==> src/rtl/ram512_ctrl_pkg.sv <==
// rtl/ram512_ctrl_pkg.sv - shared types and constants for the ram512 Wishbone controller
//
// Contents:
//   RAM_DW        data width of the RAM macro (64)
//   RAM_SEL_W     number of byte lanes / write enables (8)
//   ctrl_state_t  controller state: CLEAR (power-on sweep) or IDLE (serving Wishbone)
//   write_mask()  per-byte write enable for a Wishbone access
package ram512_ctrl_pkg;

    localparam int RAM_DW    = 64;
    localparam int RAM_SEL_W = 8;

    typedef enum logic {
        CLEAR = 1'b0,
        IDLE  = 1'b1
    } ctrl_state_t;

    // Reads present an all-zero write enable; writes pass the byte selects through.
    function automatic logic [RAM_SEL_W-1:0] write_mask(
        input logic                 we,
        input logic [RAM_SEL_W-1:0] sel
    );
        return we ? sel : {RAM_SEL_W{1'b0}};
    endfunction

endpackage

==> src/rtl/ram512_clear_seq.sv <==
// rtl/ram512_clear_seq.sv - address sweep counter for the power-on RAM clear
//
// Only built when RAM512_WB_CTRL_CLEAR_EN is defined; the default build has
// no clear sequencer at all.
//
// Ports:
//   clk    clock, rising edge
//   rst_n  synchronous active-low reset, returns the sweep to address 0
//   busy   sweep is running; the counter advances once per cycle while high
//   addr   current word address being cleared
//   done   high during the cycle that clears the last word
`ifdef RAM512_WB_CTRL_CLEAR_EN
module ram512_clear_seq #(
    parameter int BITS = 9
) (
    input  logic            clk,
    input  logic            rst_n,
    input  logic            busy,
    output logic [BITS-1:0] addr,
    output logic            done
);

    always_ff @(posedge clk) begin
        if (!rst_n) begin
            addr <= '0;
        end else if (busy) begin
            // Wraps to 0 after the last word, so a later sweep starts clean.
            addr <= addr + 1'b1;
        end
    end

    assign done = busy && (addr == {BITS{1'b1}});

endmodule
`endif

==> src/rtl/ram512_wb_ctrl.sv <==
// rtl/ram512_wb_ctrl.sv - pipelined Wishbone slave in front of a 2**BITS x 64 single-port RAM macro
//
// Optional feature: define RAM512_WB_CTRL_CLEAR_EN to zero the whole RAM after
// every reset before Wishbone traffic is accepted. Without it the RAM contents
// survive reset untouched.
//
// Ports:
//   CLK, RST_N          clock; synchronous active-low reset
//   wb_cyc, wb_stb      Wishbone pipelined cycle / strobe
//   wb_we, wb_adr       write enable, doubleword address (ADR_W bits)
//   wb_sel, wb_dat_w    byte selects and write data
//   wb_dat_r            read data, valid with wb_ack of a read, zero otherwise
//   wb_ack, wb_err      one-cycle response, one cycle after the accept
//   wb_stall            back-pressure; high in reset and while clearing
//   ram_en, ram_we      macro EN0 and per-byte WE0
//   ram_a, ram_di       macro A0 and Di0
//   ram_do              macro Do0, registered inside the macro
//   init_done           controller is serving Wishbone traffic
module ram512_wb_ctrl
    import ram512_ctrl_pkg::*;
#(
    parameter int BITS  = 9,
    parameter int ADR_W = 29
) (
    input  logic                 CLK,
    input  logic                 RST_N,
    input  logic                 wb_cyc,
    input  logic                 wb_stb,
    input  logic                 wb_we,
    input  logic [ADR_W-1:0]     wb_adr,
    input  logic [RAM_SEL_W-1:0] wb_sel,
    input  logic [RAM_DW-1:0]    wb_dat_w,
    output logic [RAM_DW-1:0]    wb_dat_r,
    output logic                 wb_ack,
    output logic                 wb_err,
    output logic                 wb_stall,
    output logic                 ram_en,
    output logic [RAM_SEL_W-1:0] ram_we,
    output logic [BITS-1:0]      ram_a,
    output logic [RAM_DW-1:0]    ram_di,
    input  logic [RAM_DW-1:0]    ram_do,
    output logic                 init_done
);

    ctrl_state_t     state;
    logic            ack_q;
    logic            err_q;
    logic            rd_q;
    logic            accept;
    logic            in_range;
    logic            clearing;
    logic [BITS-1:0] clr_addr;
    logic            clr_done;

    // Reset is folded in combinationally so nothing reaches the macro, and
    // nothing is accepted, in any cycle where reset is being sampled.
    assign clearing = RST_N && (state == CLEAR);
    assign wb_stall = !RST_N || (state == CLEAR);
    assign accept   = wb_cyc && wb_stb && !wb_stall;
    assign in_range = (wb_adr >> BITS) == '0;

`ifdef RAM512_WB_CTRL_CLEAR_EN
    ram512_clear_seq #(
        .BITS (BITS)
    ) u_clear_seq (
        .clk   (CLK),
        .rst_n (RST_N),
        .busy  (clearing),
        .addr  (clr_addr),
        .done  (clr_done)
    );
`else
    assign clr_addr = '0;
    assign clr_done = 1'b0;
`endif

    // The macro port is driven in the accept cycle itself; the macro registers
    // the access, so the read data shows up on ram_do in the ack cycle.
    always_comb begin
        ram_en = 1'b0;
        ram_we = '0;
        ram_a  = '0;
        ram_di = '0;
        if (clearing) begin
            ram_en = 1'b1;
            ram_we = {RAM_SEL_W{1'b1}};
            ram_a  = clr_addr;
        end else if (accept && in_range) begin
            ram_en = 1'b1;
            ram_we = write_mask(wb_we, wb_sel);
            ram_a  = wb_adr[BITS-1:0];
            ram_di = wb_dat_w;
        end
    end

    always_ff @(posedge CLK) begin
        if (!RST_N) begin
`ifdef RAM512_WB_CTRL_CLEAR_EN
            state <= CLEAR;
`else
            state <= IDLE;
`endif
            init_done <= 1'b0;
            ack_q     <= 1'b0;
            err_q     <= 1'b0;
            rd_q      <= 1'b0;
        end else begin
            ack_q <= accept && in_range;
            err_q <= accept && !in_range;
            rd_q  <= accept && in_range && !wb_we;
            case (state)
                CLEAR: begin
                    if (clr_done) begin
                        state     <= IDLE;
                        init_done <= 1'b1;
                    end
                end
                IDLE: begin
                    init_done <= 1'b1;
                end
                default: begin
                    state <= IDLE;
                end
            endcase
        end
    end

    // A master that drops wb_cyc has abandoned the cycle: swallow the response.
    // Any write already issued to the macro still lands.
    assign wb_ack   = ack_q && wb_cyc && RST_N;
    assign wb_err   = err_q && wb_cyc && RST_N;
    assign wb_dat_r = (rd_q && wb_cyc && RST_N) ? ram_do : '0;

endmodule

==> config.mk <==
export PLATFORM = sky130hd
export DESIGN_NAME = ram512_wb_ctrl
export DESIGN_NICKNAME = d
export VERILOG_FILES = /design/src/rtl/ram512_ctrl_pkg.sv /design/src/rtl/ram512_clear_seq.sv /design/src/rtl/ram512_wb_ctrl.sv
export SDC_FILE = /design/constraint.sdc
export NUM_CORES = 1
export LEC_CHECK = 0
export CAP_MARGIN = 20
export CORE_AREA = 2 2 123 125
export DETAILED_ROUTE_END_ITERATION = 16
export DIE_AREA = 0 0 125 127
export GPL_ROUTABILITY_DRIVEN = 0
export PLACE_DENSITY = 0.6
export SYNTH_ARGS = -nofsm -noshare
export SYNTH_HDL_FRONTEND = slang
export SYNTH_SLANG_ARGS = --single-unit
==> constraint.sdc <==
create_clock -name CLK -period 4.9 [get_ports CLK]
set_input_delay 1.225 -clock CLK [delete_from_list [all_inputs] [get_ports CLK]]
set_output_delay 1.225 -clock CLK [all_outputs]
set_load 0.03 [all_outputs]
==> results of run 1 <==
[state kept, by name, indices dropped and copies added (netlist names)]
register   cells
rd_q           1
err_q          1
ack_q          1
init_done      1
[synth_stat cells]
library cell  instances  share of area
buf_1                 1         0.0022
and3_1                4          0.014
nor3_1               33          0.095
nand3_1              10          0.029
and2_1               64           0.23
nand2_1              74           0.16
inv_1                 1         0.0022
buf_2                11          0.032
nor4_1                6          0.022
buf_6                 5          0.033
o21a_1                1         0.0043
nor3_2               50           0.29
dfxtp_1               4          0.046
clkbuf_1             18          0.039
[worst max path at each step]
stage / from / to / slack (ps) / depth (start not counted)
detailed placement: wb_adr[22] / ram_di[3] / 380 / 5
global route: wb_adr[15] / ram_di[8] / 230 / 5
global placement: wb_adr[15] / ram_di[8] / 450 / 5
floorplan: wb_adr[15] / ram_di[0] / 1110 / 4
finish: wb_adr[15] / ram_di[3] / 360 / 5
CTS: wb_adr[15] / ram_di[3] / 370 / 5
[logic make-up (layout without fill, tap and decap cells)]
family,Yosys count,in the layout
and+or+nand+nor,241,241
buffers and inverters,36,328
DFF,4,4
AOI/OAI and AO/OA,1,1
[area by class of cell]
| type | count | area (µm²) | share of cell area |
|---|---|---|---|
| multi-input cells | 242 | 1490 | 0.304 |
| flip-flops and latches | 4 | 80.1 | 0.0164 |
| repair buffers | 324 | 3010 | 0.616 |
| clock buffers | 3 | 75.1 | 0.0154 |
| inverters | 1 | 3.75 | 0.000768 |
| well taps | 184 | 230 | 0.0471 |
[per-layer routing]
layer | GRT usage | share of wire | vias to the layer above
met3 | 0.0302 | 0.086 | 12
met2 | 0.231 | 0.52 | 186
met4 | 0.0333 | 0.019 | 0
met1 | 0.138 | 0.37 | 1327
li1 | - | - | 1508
met5 | 0 | 0 | -
[stage by stage]
stage               std cells  hold slack (ps)   util  worst slack, ps  instance area [µm²]
global route              758             1670  0.339              233                 4890
floorplan                 282             1250      -             1110                 1730
global placement          755             1860  0.334              450                 4810
finish                    758             1640  0.339              361                 4890
detailed placement        755             1870  0.334              377                 4810
CTS                       758             1650  0.339              374                 4890
[power by group through the flow]
stage / Sequential (mW) / Clock (mW) / Combinational, mW
final: 0.0337 / 0.126 / 0.163
after global routing: 0.0338 / 0.131 / 0.174
after CTS: 0.0337 / 0.129 / 0.165
after detailed placement: 0.0342 / 0 / 0.164
after global placement: 0.0342 / 0 / 0.163
after floorplan: 0.0351 / 0 / 0.0215
==> results by group, run 1 <==
Global routing
  – Total gr overflow: 0
  – Vias in the first global route: 2,922
  – All-layer global routing usage: 0.123
  – Largest net degree at the start of global routing: 77
  – First-pass GRT wire length: 15,800 µm
  – Initial antenna violation count: 0

Power
  – Sw Share: 0.187
  – Comb power frac: 0.505
  – Tot Pwr: 0.323 mW
  – Clock network power share: 0.391
  – PD cells: 66.1 mW/mm²
  – Sequential power share: 0.104
  – LEAKAGE: 1.88 nW
  – Net Switching: 0.0604 mW
  – VDD IR max: 0.0693 mV
  – Internal cell power: 0.262 mW

Detailed routing
  – Drt total wl: 10,700 µm
  – First DRT Iteration DRCs: 122
  – Post-DR wirelength/cell: 14.2 µm
  – First-pass DRT Iterations: 4
  – DRC viols: 0
  – DRT antenna net count: 0
  – Routed vias/inst: 4.00
  – DR vias: 3,033

Critical path
  – CP Cell Sequence: clkdlybuf4s50_1 -> nor4_1 -> nand3_4 -> nor3_1 -> clkdlybuf4s50_1
  – Critical path class: input port to primary output
  – CP required: 3670 ps
  – Critical path startpoint category: input port
  – CP bufs+invs: 2
  – Maximum fanout along the worst path: 10
  – Slowest stage cell, crit path: clkdlybuf4s50_1
  – Crit. End Element: primary output
  – Crit path largest cell delay: 710 ps
  – Crit-path leading delay family: buffers and inverters
  – CP most frequent cell: clkdlybuf4s50_1
  – Crit path DAT: 3310 ps

Final layout
  – Commonest non-fill, non-tap cells in the layout: clkdlybuf4s50_1, buf_4, nand2_1, and2_1, nor3_2
  – Most common cell after layout, fill and taps aside: clkdlybuf4s50_1
  – Area Overhead vs Synth: 182%
  – Ant. Diodes: 0
  – Layout cells sized above 1: 0.345
  – Final net count: 746
  – Fill cell count: 1,504

CTS
  – Num CTS Buffers: 3
  – TritonCTS clock tree: done
  – CTS Hold Bufs: 0
  – Maximum clock insertion buffer count: 2
  – Post-CTS sizing: 0
  – Post-CTS setup buffers: 0
  – CTS H-tree lvls: 1
  – Clk root buf: clkbuf_16
  – Clk sinks: 4
  – CTS clk-pin slew, worst paths: 30 ps

Floorplan
  – Row cnt: 44
  – CORE AREA: 0.0144 mm²
  – Die span in x: 125 µm
  – Initial Util: 0.120
  – Chip height: 127 µm
  – Die ar.: 0.0159 mm²
  – IO Count: 320

Synthesis
  – Mux contribution to synthesized area: 0
  – Adder-cell share of the synthesized area: 0
  – Synth warnings: 0
  – FF+latch count, synth: 4
  – Post-synthesis cell type count: 14
  – Post-Syn Nets: 452
  – Post-Synth XOR/XNOR Area: 0
  – Cells after Synth: 282
  – Sequential area share after synthesis: 0.0463
  – Cell area after synthesis: 0.00173 mm²
  – Main combinational cell family by area after synthesis: simple AND/OR/NAND/NOR gates
  – Area share of and/or/nand/nor cells after synthesis: 0.842
  – Avg Cell Area, Syn: 6.14 µm²
  – Synth Area in Compound Gates: 0.00434

Run
  – Max Cap Viol: 0

Outcome
  – Status: completed

Placement
  – Final HPWL DP: 8890 µm
  – Buffers on Ports: 319

Min path
  – HP Class: input port to register
  – Worst hold path endpoint: init_done
  – Hold Crit Start: RST_N
  – Hold path cells: 1

Timing
  – RSZ-0062 raised after global routing: no
  – Max-slew violations: 0
  – Final Hold Fails: 0
  – Setup Viol. Count Final: 0
  – Final worst-path cycle share: 0.926
  – Tmin final: 4540 ps
  – Final setup TNS: 0 ps
  – Max-slew headroom: 0.398
  – Max Freq: 220 MHz
  – Worst-Margin Slew: 903 ps
Power figures use the tool's default switching activity.
==> inputs of run 2 (changes only) <==
CORE_AREA = 2 2 124 126   (was 2 2 123 125)
CTS_BUF_LIST = sky130_fd_sc_hd__clkbuf_8   (was unset)
DIE_AREA = 0 0 126 128   (was 0 0 125 127)
PLACE_DENSITY = 0.59   (was 0.6)
==> results by group, run 2 (synthesis results as in run 1) <==
Critical path
  – Maximum fanout along the worst path: 26 (was 10)
  – Critical path class: input port to primary output (unchanged)
  – Crit. End Element: primary output (unchanged)
  – Critical path startpoint category: input port (unchanged)
  – Crit path DAT: 3450 ps (was 3310 ps)
  – CP required: 3670 ps (about the same)

Final layout
  – Final core utilization: 0.329 (was 0.339)
  – Most common cell after layout, fill and taps aside: clkdlybuf4s50_1 (unchanged)
  – Ant. Diodes: 0 (unchanged)
  – Commonest non-fill, non-tap cells in the layout: clkdlybuf4s50_1, buf_4, nand2_1, and2_1, nor3_2 (unchanged)
  – Final Cell Area: 0.00488 mm² (was 0.00489 mm²)
  – Final net count: 752 (was 746)
  – Area Overhead vs Synth: 182% (about the same)
  – Layout cells sized above 1: 0.340 (was 0.345)

CTS
  – TritonCTS clock tree: done (unchanged)
  – Post-CTS sizing: 0 (unchanged)
  – Clk sinks: 4 (unchanged)
  – Maximum clock insertion buffer count: 2 (unchanged)
  – CTS clk-pin slew, worst paths: 30 ps (about the same)
  – Post-CTS setup buffers: 0 (unchanged)
  – CTS Hold Bufs: 0 (unchanged)
  – Num CTS Buffers: 3 (unchanged)
  – Clk root buf: clkbuf_8 (was clkbuf_16)
  – CTS H-tree lvls: 1 (unchanged)

Detailed routing
  – First DRT Iteration DRCs: 116 (was 122)
  – DRC viols: 0 (unchanged)
  – Drt total wl: 10,600 µm (was 10,700 µm)
  – DR vias: 3,025 (was 3,033)
  – DRT antenna net count: 0 (unchanged)
  – Post-DR wirelength/cell: 13.7 µm (was 14.2 µm)
  – First-pass DRT Iterations: 4 (unchanged)
  – Routed vias/inst: 3.94 (was 4.00)

Power
  – Internal cell power: 0.211 mW (was 0.262 mW)
  – VDD IR max: 0.0445 mV (was 0.0693 mV)
  – Tot Pwr: 0.265 mW (was 0.323 mW)
  – Sw Share: 0.204 (was 0.187)
  – LEAKAGE: 1.86 nW (was 1.88 nW)
  – PD cells: 54.2 mW/mm² (was 66.1 mW/mm²)
  – Comb power frac: 0.618 (was 0.505)
  – Sequential power share: 0.128 (was 0.104)
  – Net Switching: 0.0541 mW (was 0.0604 mW)
  – Clock network power share: 0.254 (was 0.391)

Timing
  – Max-slew violations: 0 (unchanged)
  – Setup ws final: 228 ps (was 361 ps)
  – Max Freq: 214 MHz (was 220 MHz)
  – Max-slew headroom: 0.486 (was 0.398)
  – Final worst-path cycle share: 0.954 (was 0.926)
  – Tmin final: 4670 ps (was 4540 ps)
  – Final setup TNS: 0 ps (unchanged)
  – Setup Viol. Count Final: 0 (unchanged)
  – RSZ-0062 raised after global routing: no (unchanged)
  – Final Hold Fails: 0 (unchanged)
  – Worst-Margin Slew: 771 ps (was 903 ps)

Floorplan
  – Die span in x: 126 µm (was 125 µm)
  – Die ar.: 0.0161 mm² (was 0.0159 mm²)
  – CORE AREA: 0.0149 mm² (was 0.0144 mm²)
  – IO Count: 320 (unchanged)
  – Initial Util: 0.116 (was 0.120)
  – Row cnt: 45 (was 44)
  – Chip height: 128 µm (was 127 µm)

Global routing
  – Busiest grt layer: met2 (unchanged)
  – All-layer global routing usage: 0.111 (was 0.123)
  – Initial antenna violation count: 0 (unchanged)
  – Met2 usage: 0.210 (was 0.231)
  – Largest net degree at the start of global routing: 65 (was 77)
  – M3 GR Usage: 0.0246 (was 0.0302)
  – Vias in the first global route: 2,747 (was 2,922)
  – First-pass GRT wire length: 14,800 µm (was 15,800 µm)
  – Total gr overflow: 0 (unchanged)
  – Met1 GRT Util: 0.134 (was 0.138)

Placement
  – Buffers on Ports: 319 (unchanged)
  – Final HPWL DP: 8790 µm (was 8890 µm)
  – Placed cell areas: 0.00484 mm² (was 0.00481 mm²)
  – Setup WS pre-CTS: 206 ps (was 377 ps)

Run
  – Max Cap Viol: 0 (unchanged)

Outcome
  – Status: completed (unchanged)

Min path
  – HP Class: input port to register (unchanged)
run 2: power groups by stage:
stage | Clock [mW] | Combinational, mW | Sequential [mW]
floorplan | 0 | 0.0215 | 0.0351
global placement | 0 | 0.163 | 0.0342
detailed placement | 0 | 0.164 | 0.0343
CTS | 0.0696 | 0.165 | 0.0339
global route | 0.0731 | 0.174 | 0.0339
finish | 0.0673 | 0.164 | 0.0339
run 2: cell type report:
| class | instances | area (µm²) |
|---|---|---|
| Clock buffer | 3 | 41.3 |
| Timing Repair Buffer | 330 | 3040 |
| Tap cell | 188 | 235 |
| Sequential cell | 4 | 80.1 |
| Multi-Input combinational cell | 242 | 1490 |
| Inverter | 1 | 3.75 |
| Fill cell | 1537 | 9980 |
run 2: critical path, cell delays in order:
cell and delay [ps]:
clkdlybuf4s50_1 400, nor4_1 450, nand3_4 360, nor3_1 290, clkdlybuf4s50_1 700
run 2: worst paths after layout:
check / start / endpoint / slack, ps / depth (start not counted)
max: wb_adr[15] / ram_di[17] / 230 / 5
min: RST_N / init_done / 1630 / 1
run 2: metrics by stage:
stage | std cells | hold WS (ps)
after global routing | 768 | 1680
after detailed placement | 765 | 1870
after CTS | 768 | 1640
final | 768 | 1630
after floorplan | 282 | 1250
after global placement | 765 | 1840
run 2: per-layer routing:
| metal | vias to the layer above | share of wire |
|---|---|---|
| met5 | - | 0 |
| met4 | 0 | 0.0051 |
| met3 | 4 | 0.080 |
| met2 | 165 | 0.52 |
| met1 | 1335 | 0.39 |
| li1 | 1521 | - |
